**src/rtl/oaat_hash_pkg.sv**
```systemverilog
// rtl/oaat_hash_pkg.sv - shared constants and round/finalisation math for the OAAT hash pipeline
package oaat_hash_pkg;

  localparam int HASH_W = 32;

  // Shift amounts are frozen: existing lookup tables were built with them.
  localparam int unsigned RND_SHL   = 11;
  localparam int unsigned RND_SHR   = 5;
  localparam int unsigned FIN_SHL_A = 4;
  localparam int unsigned FIN_SHR   = 10;
  localparam int unsigned FIN_SHL_B = 14;

  function automatic logic [HASH_W-1:0] oaat_round(input logic [HASH_W-1:0] h,
                                                   input logic [7:0]        b);
    logic [HASH_W-1:0] a;
    logic [HASH_W-1:0] c;
    a = h + {24'd0, b};
    c = a + (a << RND_SHL);
    return c ^ (c >> RND_SHR);
  endfunction

  function automatic logic [HASH_W-1:0] oaat_final(input logic [HASH_W-1:0] h);
    logic [HASH_W-1:0] f0;
    logic [HASH_W-1:0] f1;
    f0 = h + (h << FIN_SHL_A);
    f1 = f0 ^ (f0 >> FIN_SHR);
    return f1 + (f1 << FIN_SHL_B);
  endfunction

endpackage

```
**src/rtl/oaat_hash_pipe_if.sv**
```systemverilog
// rtl/oaat_hash_pipe_if.sv - key-in / hash-out handshake bundle for oaat_hash_pipe
interface oaat_hash_pipe_if
  import oaat_hash_pkg::*;
#(
  parameter int KEY_BYTES = 6,
  parameter int TAG_W     = 8
);
  logic                   in_valid;
  logic                   in_ready;
  logic [8*KEY_BYTES-1:0] in_key;
  logic [HASH_W-1:0]      in_seed;
  logic [TAG_W-1:0]       in_tag;
  logic                   out_valid;
  logic                   out_ready;
  logic [HASH_W-1:0]      out_hash;
  logic [TAG_W-1:0]       out_tag;

  modport master (
    output in_valid, in_key, in_seed, in_tag, out_ready,
    input  in_ready, out_valid, out_hash, out_tag
  );

  modport slave (
    input  in_valid, in_key, in_seed, in_tag, out_ready,
    output in_ready, out_valid, out_hash, out_tag
  );
endinterface

```
**src/rtl/oaat_hash_stage.sv**
```systemverilog
// rtl/oaat_hash_stage.sv - one pipeline stage: folds BYTES_PER_STAGE key bytes and registers the rest
module oaat_hash_stage
  import oaat_hash_pkg::*;
#(
  parameter int BYTES_PER_STAGE = 1,
  parameter int REM_BYTES       = 6,
  parameter int TAG_W           = 8,
  localparam int OUT_KW = (REM_BYTES > BYTES_PER_STAGE) ? 8*(REM_BYTES-BYTES_PER_STAGE) : 8
) (
  input  logic                   clk,
  input  logic                   reset,
  input  logic                   en,
  input  logic                   in_valid,
  input  logic [HASH_W-1:0]      in_hash,
  input  logic [8*REM_BYTES-1:0] in_key,
  input  logic [TAG_W-1:0]       in_tag,
  output logic                   out_valid,
  output logic [HASH_W-1:0]      out_hash,
  output logic [OUT_KW-1:0]      out_key,
  output logic [TAG_W-1:0]       out_tag
);

  logic [HASH_W-1:0] hash_next;

  // Most significant remaining byte is consumed first.
  always_comb begin
    hash_next = in_hash;
    for (int i = 0; i < BYTES_PER_STAGE; i++) begin
      hash_next = oaat_round(hash_next, in_key[8*(REM_BYTES-i)-1 -: 8]);
    end
  end

  always_ff @(posedge clk or posedge reset) begin
    if (reset) begin
      out_valid <= 1'b0;
      out_hash  <= '0;
      out_tag   <= '0;
    end else if (en) begin
      out_valid <= in_valid;
      out_hash  <= hash_next;
      out_tag   <= in_tag;
    end
  end

  if (REM_BYTES > BYTES_PER_STAGE) begin : g_key
    always_ff @(posedge clk or posedge reset) begin
      if (reset) begin
        out_key <= '0;
      end else if (en) begin
        out_key <= in_key[OUT_KW-1:0];
      end
    end
  end else begin : g_no_key
    assign out_key = '0;
  end

endmodule

```
**src/rtl/oaat_hash_pipe.sv**
```systemverilog
// rtl/oaat_hash_pipe.sv - fully pipelined one-at-a-time hash with seed, sideband tag and backpressure
module oaat_hash_pipe
  import oaat_hash_pkg::*;
#(
  parameter int KEY_BYTES       = 6,
  parameter int BYTES_PER_STAGE = 1,
  parameter int TAG_W           = 8
) (
  input  logic            clk,
  input  logic            reset,
  oaat_hash_pipe_if.slave bus
);

  localparam int NSTAGE = KEY_BYTES / BYTES_PER_STAGE;
  localparam int KEY_W  = 8 * KEY_BYTES;

  if (KEY_BYTES < 1 || KEY_BYTES > 16) begin : g_bad_key_bytes
    $error("oaat_hash_pipe: KEY_BYTES must be 1..16");
  end
  if (BYTES_PER_STAGE < 1 || (KEY_BYTES % BYTES_PER_STAGE) != 0) begin : g_bad_bps
    $error("oaat_hash_pipe: KEY_BYTES must be a multiple of BYTES_PER_STAGE");
  end

  logic              en;
  logic [NSTAGE:0]   v_chain;
  logic [HASH_W-1:0] h_chain [NSTAGE+1];
  logic [KEY_W-1:0]  k_chain [NSTAGE+1];
  logic [TAG_W-1:0]  t_chain [NSTAGE+1];

  logic              out_valid_q;
  logic [HASH_W-1:0] out_hash_q;
  logic [TAG_W-1:0]  out_tag_q;

  // Whole pipe moves in lockstep; bubbles advance too, so only a held result stalls it.
  assign en           = !out_valid_q || bus.out_ready;
  assign bus.in_ready = en;

  assign v_chain[0] = bus.in_valid;
  assign h_chain[0] = bus.in_seed;
  assign k_chain[0] = bus.in_key;
  assign t_chain[0] = bus.in_tag;

  for (genvar k = 0; k < NSTAGE; k++) begin : g_stage
    localparam int REM    = KEY_BYTES - k*BYTES_PER_STAGE;
    localparam int OUT_KW = (REM > BYTES_PER_STAGE) ? 8*(REM-BYTES_PER_STAGE) : 8;

    logic [OUT_KW-1:0] key_q;

    oaat_hash_stage #(
      .BYTES_PER_STAGE (BYTES_PER_STAGE),
      .REM_BYTES       (REM),
      .TAG_W           (TAG_W)
    ) u_stage (
      .clk       (clk),
      .reset     (reset),
      .en        (en),
      .in_valid  (v_chain[k]),
      .in_hash   (h_chain[k]),
      .in_key    (k_chain[k][8*REM-1:0]),
      .in_tag    (t_chain[k]),
      .out_valid (v_chain[k+1]),
      .out_hash  (h_chain[k+1]),
      .out_key   (key_q),
      .out_tag   (t_chain[k+1])
    );

    assign k_chain[k+1] = KEY_W'(key_q);
  end

  always_ff @(posedge clk or posedge reset) begin
    if (reset) begin
      out_valid_q <= 1'b0;
      out_hash_q  <= '0;
      out_tag_q   <= '0;
    end else if (en) begin
      out_valid_q <= v_chain[NSTAGE];
      out_hash_q  <= oaat_final(h_chain[NSTAGE]);
      out_tag_q   <= t_chain[NSTAGE];
    end
  end

  assign bus.out_valid = out_valid_q;
  assign bus.out_hash  = out_hash_q;
  assign bus.out_tag   = out_tag_q;

endmodule

```
**src/flat_wrapper.sv**
```systemverilog
// flat-port wrapper written by rule: the top's interface ports become plain ports
module oaat_hash_pipe_flat import oaat_hash_pkg::*;
#(
  parameter int KEY_BYTES       = 6,
  parameter int BYTES_PER_STAGE = 1,
  parameter int TAG_W           = 8
)
  (clk, reset, bus_in_valid, bus_in_key, bus_in_seed, bus_in_tag, bus_out_ready, bus_in_ready, bus_out_valid, bus_out_hash, bus_out_tag);
  oaat_hash_pipe_if #(.KEY_BYTES(KEY_BYTES), .TAG_W(TAG_W)) bus_i ();
  input  logic clk;
  input  logic reset;
  input wire logic [$bits(bus_i.in_valid)-1:0] bus_in_valid;
  input wire logic [$bits(bus_i.in_key)-1:0] bus_in_key;
  input wire logic [$bits(bus_i.in_seed)-1:0] bus_in_seed;
  input wire logic [$bits(bus_i.in_tag)-1:0] bus_in_tag;
  input wire logic [$bits(bus_i.out_ready)-1:0] bus_out_ready;
  output wire logic [$bits(bus_i.in_ready)-1:0] bus_in_ready;
  output wire logic [$bits(bus_i.out_valid)-1:0] bus_out_valid;
  output wire logic [$bits(bus_i.out_hash)-1:0] bus_out_hash;
  output wire logic [$bits(bus_i.out_tag)-1:0] bus_out_tag;
  assign bus_i.in_valid = bus_in_valid;
  assign bus_i.in_key = bus_in_key;
  assign bus_i.in_seed = bus_in_seed;
  assign bus_i.in_tag = bus_in_tag;
  assign bus_i.out_ready = bus_out_ready;
  assign bus_in_ready = bus_i.in_ready;
  assign bus_out_valid = bus_i.out_valid;
  assign bus_out_hash = bus_i.out_hash;
  assign bus_out_tag = bus_i.out_tag;
  oaat_hash_pipe #(.KEY_BYTES(KEY_BYTES), .BYTES_PER_STAGE(BYTES_PER_STAGE), .TAG_W(TAG_W)) u_core (.clk(clk), .reset(reset), .bus(bus_i));
endmodule
```
**config.mk**
```make
export PLATFORM = sky130hd
export DESIGN_NAME = oaat_hash_pipe_flat
export DESIGN_NICKNAME = d
export VERILOG_FILES = /design/src/rtl/oaat_hash_pkg.sv /design/src/rtl/oaat_hash_pipe_if.sv /design/src/rtl/oaat_hash_stage.sv /design/src/rtl/oaat_hash_pipe.sv /design/src/flat_wrapper.sv
export SDC_FILE = /design/constraint.sdc
export NUM_CORES = 2
export LEC_CHECK = 0
export BUFFER_PORTS_ARGS = -buffer_cell sky130_fd_sc_hd__buf_2
export CORE_MARGIN = 2
export CORE_UTILIZATION = 61
export CTS_CLUSTER_DIAMETER = 80
export DETAILED_ROUTE_END_ITERATION = 16
export PLACE_DENSITY_LB_ADDON = 0.25
export SYNTH_ARGS = -nofsm -noshare
export SYNTH_HDL_FRONTEND = slang
export SYNTH_SLANG_ARGS = --single-unit
```
**constraint.sdc**
```tcl
create_clock -name clk -period 17.35 [get_ports clk]
set_input_delay 0 -clock clk [delete_from_list [all_inputs] [get_ports clk]]
set_output_delay 0 -clock clk [all_outputs]
set_load 0.05 [all_outputs]
```
==> impl_metrics.tcl <==
set metrics [dict create \
    multi_input_area_um2 17300 \
    grt_pass1_vias 23100 \
    max_slew_margin 0.302 \
    maxSlewViolCount 0 \
    synth_seq_cells 407 \
    die_y_um 219 \
    critPathKind "reg2reg" \
    ant_nets 0 \
    areaGrowthSynthToFinish_pct 11.5 \
    worstSetupStartpointType "flip-flop" \
    numCtsBuffers 46 \
    synth_edf_count 0 \
    cpPeakStageDelay_ns 0.42 \
    hold_class "in2reg" \
    yosysSeqAreaShare 0.361 \
    tritoncts "done" \
    synth-xor-area-share 0.164 \
    die_x_um 219 \
    synth_cells 3355 \
    first_pass_iters 5 \
    root_buffer "clkbuf_16" \
    placementRows 78 \
    synth_compound_area_frac 0.131 \
    cap_violations 0 \
    vias 23600 \
    final_hold_viol_count 0 \
    worstPathCellList "ha_1 -> fa_1 -> a21o_1 -> a21oi_1 -> o211ai_1 -> nand2_1 -> o41a_1 -> o21ai_0 -> a31o_2 -> a21oi_1 -> xnor2_1 -> xor2_1 -> ha_1 -> fa_1 -> a21o_1 -> a21oi_1 -> o21bai_1 -> a221o_1 -> a211oi_1 -> o21ai_0 -> o211a_1 -> o41ai_1 -> mux2i_1 -> nand3_1" \
    synthArstFlopShare 1.00 \
    synthAdderAreaFrac 0.104 \
    dieArea_um2 48000 \
    drc 0 \
    grt_usage 0.300 \
    post-dp-hpwl_um 53000 \
    drive_gt1_frac 0.0719 \
    path_max_fanout 4 \
    cts_max_path_buffers 3 \
    fin_crit_sh 0.344 \
    core_um2 45500 \
    worst-path-stages 24 \
    synth_fp_nets 3673 \
    path_buf_inv 0 \
    synth.area.mux_share 0.00195 \
    cp-endpoint "u_core.bus.out_hash[30]$_DFFE_PP0P_" \
    worstPathRequired_ns 17.81 \
    drt_iter0_drc 1865 \
    cp-end-kind "flip-flop" \
    place_ws_ns 11.53 \
    crit_slowest_cell "fa_1" \
    crit_family "compound AO/OA/AOI/OAI gates" \
    boundaryPins 134 \
    startpoint "u_core.g_stage[5].u_stage.out_hash[0]$_DFFE_PP0P_" \
    synth_cell_types 72 \
    finalSetupTns_ns 0 \
    ys.flop_type "dfrtp_1" \
    grt_first_pass_wirelength_um 116000 \
    grt_start_max_net_pins 226 \
    skew_ns 0.0176 \
    cts.sinks 407 \
    rr_startpoint "u_core.g_stage[5].u_stage.out_hash[0]$_DFFE_PP0P_" \
    worstReg2RegEnd "u_core.bus.out_hash[30]$_DFFE_PP0P_" \
    io_buffers 133 \
    antenna_found_initial 0 \
    start_util 0.620 \
    rsz0062_at_grt "false" \
    routabilityCongestion 0.962 \
    critical_path_arrival_ns 6.43 \
    htree_levels 2 \
    syn_area_um2 28200 \
    grt_remaining_overflow 0 \
    setup_ws_ns 11.38 \
    synth_area_per_cell_um2 8.41 \
    n_fill_cell 3664 \
    via_per_inst 5.72 \
    synth_top_family_by_area "simple AND/OR/NAND/NOR gates" \
    diodes 0 \
    path_common_cell "a21oi_1" \
    clk_pin_slew_ns 0.06 \
    final-seq-area_um2 10200 \
    clk_latency_ns 0.59 \
    setup_viol 0 \
    drt_wl_total_um 71400 \
    period_needed_ns 5.97 \
    worst_pin_slew_ns 1.05 \
    nets 3819 \
    fmax_ghz 0.168 \
    synth-simple-area-share 0.212 \
    ys_warn_count 0 \
    wl_per_cell_um 17.3 \
    status "complete, no violations" \
    reg2regPathDepth 24 \
    r2r_setup_slack_ns 11.38 \
]
routing by layer:
metal  up-vias  track usage  wire length [um]
met2       534        0.507             34400
met4         0       0.0712              1560
met1     11400        0.410             32000
met3       117       0.0438              3430
met5         -            0                 0
li1      11600            -                 -
worst min path at each step:
stage / startpoint / slack, ns / endpoint / cells past startpoint
2_1_floorplan: bus_in_key[0] / 0.11 / u_core.g_stage[0].u_stage.out_key[0]$_DFFE_PP0P_ / 2
3_3_place_gp: bus_in_key[32] / 0.20 / u_core.g_stage[0].u_stage.out_key[32]$_DFFE_PP0P_ / 3
3_5_place_dp: bus_in_key[35] / 0.20 / u_core.g_stage[0].u_stage.out_key[35]$_DFFE_PP0P_ / 3
4_1_cts: bus_in_seed[8] / 0.004 / u_core.g_stage[0].u_stage.out_hash[8]$_DFFE_PP0P_ / 4
5_1_grt: bus_in_seed[8] / 0.04 / u_core.g_stage[0].u_stage.out_hash[8]$_DFFE_PP0P_ / 4
6_report: bus_in_seed[8] / 0.02 / u_core.g_stage[0].u_stage.out_hash[8]$_DFFE_PP0P_ / 4
layout by cell type (no fill, tap or decap), types with 23 or more instances in the layout:
cell type	count
dfrtp_1	407
xor2_1	170
a21o_1	65
buf_2	133
o21a_1	26
ha_1	212
nand3_1	76
nor2b_1	29
and3_1	53
nor3_1	51
nor2_1	282
nand2_1	804
clkbuf_16	47
dlygate4sd3_1	54
a21oi_1	206
xnor2_1	326
nand4_1	36
inv_1	98
o21ai_0	166
o21bai_1	23
stage by stage:
stage / util / area, um2 / std cells / hold slack [ns]
after floorplan: - / 28200 / 3355 / 0.112
after global placement: 0.646 / 29400 / 3999 / 0.196
after detailed placement: 0.646 / 29400 / 3999 / 0.199
after CTS: 0.692 / 31500 / 4135 / 0.00357
after global routing: 0.692 / 31500 / 4135 / 0.0406
final: 0.692 / 31500 / 4135 / 0.0243
what timing repair did:
item / in CTS / in global routing
setup buffers: 0 / 0
gates resized for setup: 0 / 0
hold buffers: 54 / 0
hold endpoints to repair: 185 / 0
setup endpoints to repair: 0 / 0
layout make-up:
type	instances	area share
timing repair buffer	195	0.0410
clock inverter	20	0.00668
sequential	407	0.324
multi-input combinational	2751	0.550
inverter	100	0.0124
tap	600	0.0239
clock buffer	62	0.0427
synth_stat cells, types with 5 or more instances:
master / n / area (um2)
a211oi_1: 17 / 128
a21boi_0: 7 / 52.6
a21o_1: 65 / 488
a21oi_1: 206 / 1030
a31o_2: 8 / 70.1
a31oi_1: 18 / 113
and2_1: 13 / 81.3
and3_1: 53 / 332
and4_1: 8 / 70.1
buf_1: 6 / 22.5
clkbuf_1: 89 / 334
dfrtp_1: 407 / 10200
fa_1: 14 / 280
ha_1: 212 / 2650
inv_1: 99 / 372
nand2_1: 804 / 3020
nand2b_1: 13 / 81.3
nand3_1: 76 / 380
nand4_1: 36 / 225
nor2_1: 282 / 1060
nor2b_1: 30 / 188
nor3_1: 51 / 255
nor4_1: 9 / 56.3
o211ai_1: 9 / 67.6
o21a_1: 26 / 195
o21ai_0: 166 / 831
o21bai_1: 23 / 173
o31ai_1: 10 / 75.1
o41ai_1: 6 / 52.6
or2_2: 7 / 43.8
or3_1: 11 / 68.8
xnor2_1: 326 / 2860
xnor3_1: 5 / 113
xor2_1: 170 / 1490
xor3_1: 5 / 119
flip-flops by register name, indices dropped and copies added (netlist names):
| register | count |
|---|---|
| u_core.bus.out_tag | 8 |
| u_core.g_stage.u_stage.out_tag | 48 |
| u_core.g_stage.u_stage.out_key | 120 |
| u_core.g_stage.u_stage.out_hash | 192 |
| u_core.bus.out_valid | 1 |
| u_core.bus.out_hash | 32 |
| u_core.g_stage.u_stage.out_valid | 6 |
cells by family (layout without fill, tap and decap cells):
group / count (synthesis) / in the layout
buffers and inverters: 197 / 377
adder cells (fa/ha/maj): 226 / 226
flip-flops: 407 / 407
AO/OA/AOI/OAI: 603 / 603
XOR/XNOR: 509 / 509
AND/OR/NAND/NOR: 1408 / 1408
multiplexers: 5 / 5
worst min-delay path: stages:
cell and delay, ns:
buf_2 0.13, xor2_1 0.17, xor2_1 0.18, o21ai_0 0.09
Power is not shown: default switching activity piles up to over one toggle a cycle in this logic, so the estimate is an artifact.
